===== config.mk =====
export PLATFORM = sky130hd
export DESIGN_NAME = sip_round
export DESIGN_NICKNAME = d
export VERILOG_FILES = /design/src/rtl/siphash_tag_checker.sv
export SDC_FILE = /design/constraint.sdc
export NUM_CORES = 1
export LEC_CHECK = 0
export ABC_AREA = 1
export CAP_MARGIN = 20
export CORE_MARGIN = 2
export CORE_UTILIZATION = 36
export DETAILED_ROUTE_END_ITERATION = 16
export GPL_TIMING_DRIVEN = 0
export PLACE_DENSITY_LB_ADDON = 0.05
export REMOVE_ABC_BUFFERS = 1
export SLEW_MARGIN = 40
export SYNTH_ARGS = -nofsm -noshare
export SYNTH_HDL_FRONTEND = slang
export SYNTH_SLANG_ARGS = --single-unit

===== constraint.sdc =====
create_clock -name vclk -period 8.3
set_input_delay 1.66 -clock vclk [all_inputs]
set_output_delay 1.66 -clock vclk [all_outputs]
set_load 0.1 [all_outputs]

===== src/rtl/siphash_tag_checker.sv =====
// -----------------------------------------------------------------------------
// siphash_tag_checker
//
// Receive-side SipHash-2-4 MAC verifier. A message stream is absorbed one
// SipHash round per clock under a 128-bit key. The resulting 64-bit tag is
// compared against the expected tag latched at start.
//
// Ports:
//   clk        : clock, all state changes on the rising edge
//   rst        : synchronous active-high reset
//   start      : begin a new check (sampled only in IDLE)
//   key[127:0] : k0 = key[63:0], k1 = key[127:64] (sampled with start)
//   tag_in     : expected tag (sampled with start)
//   msg_valid  : message beat valid
//   msg_ready  : block can accept a beat (WAIT state only)
//   msg_data   : 64-bit little-endian message word
//   msg_last   : this beat is the final block
//   msg_bytes  : valid bytes (0..7) in the last beat
//   busy       : high in every state except IDLE
//   done       : one-cycle pulse when match is valid
//   match      : computed tag == tag_in, held until the next result
//   dbg_state  : current FSM state, for observation only
//
// Handshake: a beat transfers on a rising edge where msg_valid && msg_ready.
// The sender must hold the beat stable while msg_ready is low.
// -----------------------------------------------------------------------------

// Combinational SipHash round (SipRound), shared by all round states.
module sip_round (
    input  logic [63:0] v0_i,
    input  logic [63:0] v1_i,
    input  logic [63:0] v2_i,
    input  logic [63:0] v3_i,
    output logic [63:0] v0_o,
    output logic [63:0] v1_o,
    output logic [63:0] v2_o,
    output logic [63:0] v3_o
);
    logic [63:0] a0, a1, a2, a3;
    logic [63:0] b0, b1, b2, b3;

    always_comb begin
        // First half-round
        a0 = v0_i + v1_i;
        a1 = {v1_i[50:0], v1_i[63:51]} ^ a0;   // rotl 13
        a0 = {a0[31:0], a0[63:32]};            // rotl 32
        a2 = v2_i + v3_i;
        a3 = {v3_i[47:0], v3_i[63:48]} ^ a2;   // rotl 16
        // Second half-round
        b0 = a0 + a3;
        b3 = {a3[42:0], a3[63:43]} ^ b0;       // rotl 21
        b2 = a2 + a1;
        b1 = {a1[46:0], a1[63:47]} ^ b2;       // rotl 17
        b2 = {b2[31:0], b2[63:32]};            // rotl 32
    end

    assign v0_o = b0;
    assign v1_o = b1;
    assign v2_o = b2;
    assign v3_o = b3;
endmodule



==> summary.log <==
INFO  global_routing grt_max_degree=8
INFO  setup_path     endpoint_kind=primary output
INFO  synthesis      ys.warnings.count=0
INFO  synthesis      synth_seq_area_share=0%
INFO  drt            drt_iter0_drc=3,255
INFO  synthesis      synth_cell_type_count=54
INFO  finish         layout.nets=5,197
INFO  floorplanning  initial_utilization=36.38%
INFO  floorplanning  placeable_core_area=0.06025mm2
INFO  setup_path     arrival_time_worst_endpoint=6910ps
INFO  global_routing vias_in_the_first_global_route=30.14k
INFO  synthesis      syn_avg_cell_area=5.442um2
INFO  floorplanning  i_o_pin_count=512
INFO  synthesis      synth_top_cells_by_area=sky130_fd_sc_hd__nand2_1, sky130_fd_sc_hd__ha_1, sky130_fd_sc_hd__inv_1
INFO  drt            drcViolationCount=0
INFO  floorplanning  die_area=0.06286mm2
INFO  clocking       postCtsHoldBufs=0
INFO  timing         worst_hold_slack=4060ps
INFO  setup_path     setup.worst_path.start_class=primary input
INFO  hold_path      timing.hold.worst.class=primary input to primary output
INFO  placed_design  hpwl=141,000um
INFO  finish         design.seq.count=0
INFO  timing         finalHoldViolCount=0
INFO  hold_path      worst_hold_path.num_cells=6
INFO  placed_design  gp_congestion=1.155
INFO  global_routing global_route.overflow_total=0
INFO  synthesis      netlist_instances=4,027
INFO  floorplanning  die_width=250.7um
INFO  timing         setup-violations-final=86
INFO  timing         finalWorstSetupSlack=-270.2ps
INFO  drt            detail-route-antenna-nets=0
INFO  finish         fillerInstances=5,973
INFO  setup_path     worstPathRequired=6640ps
INFO  drt            avgViaCountPerCell=5.856
INFO  run            max_cap_viol_count=0
INFO  setup_path     critical_path_peak_fanout=4
INFO  timing         worst_slew_pin_slew=906.7ps
INFO  synthesis      post_synth_instance_area=0.02191mm2
INFO  status         failed_checks=setup timing
INFO  timing         relSlewSlack=39.50%
INFO  placed_design  placement.io_buffers=512
INFO  finish         final_core_area_utilization=57.58%
INFO  finish         nClkBuffers=0
INFO  status         outcome=finished with violations
INFO  finish         final_area=0.03469mm2
INFO  placed_design  total_placed_instance_area=0.02700mm2
INFO  floorplanning  rows=90
INFO  timing         report.final.slew_viol_count=0
INFO  setup_path     startpoint=v0_i[14]
INFO  timing         fmaxAchievable=116.7MHz
INFO  global_routing global_route.usage.total=47.59%
INFO  setup_path     critical_path_class=primary input to primary output
INFO  synthesis      synth.top_cell.area_share=18.89%
INFO  floorplanning  fp.dieH=250.7um
INFO  global_routing antenna_found_initial=8
INFO  synthesis      synth_top_area_cell=sky130_fd_sc_hd__nand2_1
INFO  finish         drive_above_1_share=27.91%
INFO  global_routing grt_first_pass_wirelength=211,600um
INFO  timing         timing.final.crit_period=8570ps
INFO  hold_path      worst_hold_path.endpoint=v3_o[58]
INFO  drt            routed_len_inst=29.27um
INFO  drt            routed-via-count=32.03k
INFO  drt            detailedRoute.firstPassIterationCount=8
INFO  finish         syn2layout_area_growth=58.30%
INFO  drt            totalWireLength=160,100um
INFO  timing         rsz0062_at_grt=yes
INFO  timing         final.period_utilization=103.3%
INFO  hold_path      timing.hold.worst.start=v3_i[21]
INFO  finish         final-seq-area=0um2
[final cells by class]
cell class | count | area [um2] | share of cell area, %
multi-input combinational | 3363 | 25360 | 73.09
timing repair buffer | 657 | 5848 | 16.86
inverter | 663 | 2496 | 7.195
tap | 782 | 978.4 | 2.820
antenna | 5 | 12.51 | 0.03607
[per-stage QoR]
stage          setup WS (ps)  TNS [ps]  instances
6_report              -270.2     -7684       5470
5_1_grt               -308.1    -18570       5465
4_1_cts               -86.54    -699.0       5379
3_5_place_dp           -1933   -203110       5320
3_3_place_gp           -2908   -393930       5320
2_1_floorplan          -1121    -50290       4026
[repair_timing]
action,4_1_cts,5_1_grt
endpoints found under the setup margin,221,193
buffers inserted,59,86
pin swaps,63,110
resized for setup,851,558
[cells in the final DEF, fill, tap and decap left out, drive strengths merged, types with 11 or more instances in the layout]
| master | count |
|---|---|
| a21boi | 17 |
| a21o | 40 |
| a21oi | 370 |
| a31oi | 21 |
| buf | 385 |
| clkbuf | 21 |
| clkdlybuf4s50 | 172 |
| dlygate4sd2 | 48 |
| dlymetal6s2s | 31 |
| ha | 252 |
| inv | 663 |
| nand2 | 1127 |
| nand3 | 260 |
| nand3b | 34 |
| nand4 | 11 |
| nor2 | 479 |
| nor3 | 50 |
| nor4 | 19 |
| o211ai | 15 |
| o21a | 28 |
| o21ai | 199 |
| o21bai | 49 |
| or2 | 12 |
| xnor2 | 76 |
| xor2 | 267 |
[cell usage after synthesis, types with 5 or more instances]
master and n:
sky130_fd_sc_hd__or2_2 5, sky130_fd_sc_hd__a211oi_1 5, sky130_fd_sc_hd__xor2_2 32, sky130_fd_sc_hd__nand3b_1 34
sky130_fd_sc_hd__nor2_1 461, sky130_fd_sc_hd__a21oi_2 7, sky130_fd_sc_hd__o21ai_1 12, sky130_fd_sc_hd__o21ai_2 8
sky130_fd_sc_hd__o21bai_1 45, sky130_fd_sc_hd__inv_2 16, sky130_fd_sc_hd__nor2_2 15, sky130_fd_sc_hd__a21oi_1 363
sky130_fd_sc_hd__o211ai_1 13, sky130_fd_sc_hd__xor2_1 233, sky130_fd_sc_hd__a31oi_1 21, sky130_fd_sc_hd__nand3_1 250
sky130_fd_sc_hd__nor4_1 16, sky130_fd_sc_hd__nor3_1 41, sky130_fd_sc_hd__a21boi_0 9, sky130_fd_sc_hd__nand2_2 24
sky130_fd_sc_hd__ha_1 252, sky130_fd_sc_hd__nand3_2 10, sky130_fd_sc_hd__a21o_1 40, sky130_fd_sc_hd__o21a_1 28
sky130_fd_sc_hd__xnor2_1 75, sky130_fd_sc_hd__inv_1 646, sky130_fd_sc_hd__nand2_1 1103, sky130_fd_sc_hd__o21ai_0 179
sky130_fd_sc_hd__nor3_2 9, sky130_fd_sc_hd__nand4_1 11, sky130_fd_sc_hd__or2_1 6, sky130_fd_sc_hd__xnor3_1 6
[worst max-delay path, stage by stage]
cell and delay, ps:
sky130_fd_sc_hd__clkdlybuf4s50_1 580, sky130_fd_sc_hd__ha_4 430, sky130_fd_sc_hd__nand2_1 140, sky130_fd_sc_hd__nor2_2 260, sky130_fd_sc_hd__and2_1 170, sky130_fd_sc_hd__nand2_1 70, sky130_fd_sc_hd__nand2_2 130, sky130_fd_sc_hd__xor2_2 570
sky130_fd_sc_hd__xor2_2 470, sky130_fd_sc_hd__ha_1 380, sky130_fd_sc_hd__a21oi_1 220, sky130_fd_sc_hd__o21ai_0 170, sky130_fd_sc_hd__a21oi_1 260, sky130_fd_sc_hd__a21boi_4 330, sky130_fd_sc_hd__o21ai_2 120, sky130_fd_sc_hd__a21oi_2 240
sky130_fd_sc_hd__xor2_2 210, sky130_fd_sc_hd__nand2_1 80, sky130_fd_sc_hd__nand2_1 170, sky130_fd_sc_hd__buf_6 250
[kinds of logic (layout without fill, tap and decap cells)]
family / Yosys count / after routing / share of synthesized area, %
AND/OR/NAND/NOR: 2000 / 2000 / 38.25
AO/OA/AOI/OAI: 757 / 757 / 19.89
buffers and inverters: 664 / 1320 / 11.38
other: 0 / 5 / 0
XOR/XNOR: 350 / 350 / 15.74
adder cells (fa/ha/maj): 256 / 256 / 14.75
[metal layers]
layer,up-vias,wire length [um],GRT usage (%),share of wire [%]
met5,-,64,0,0.040
met4,8,19840,45.32,12
li1,14290,-,-,-
met3,740,16510,9.446,10
met1,14890,55030,53.07,34
met2,2108,68660,75.83,43
[worst max path at each step]
| stage | endpoint | cells past startpoint |
|---|---|---|
| floorplan | v3_o[34] | 27 |
| global placement | v1_o[49] | 30 |
| detailed placement | v1_o[49] | 30 |
| CTS | v1_o[49] | 28 |
| global route | v1_o[56] | 23 |
| finish | v1_o[38] | 20 |
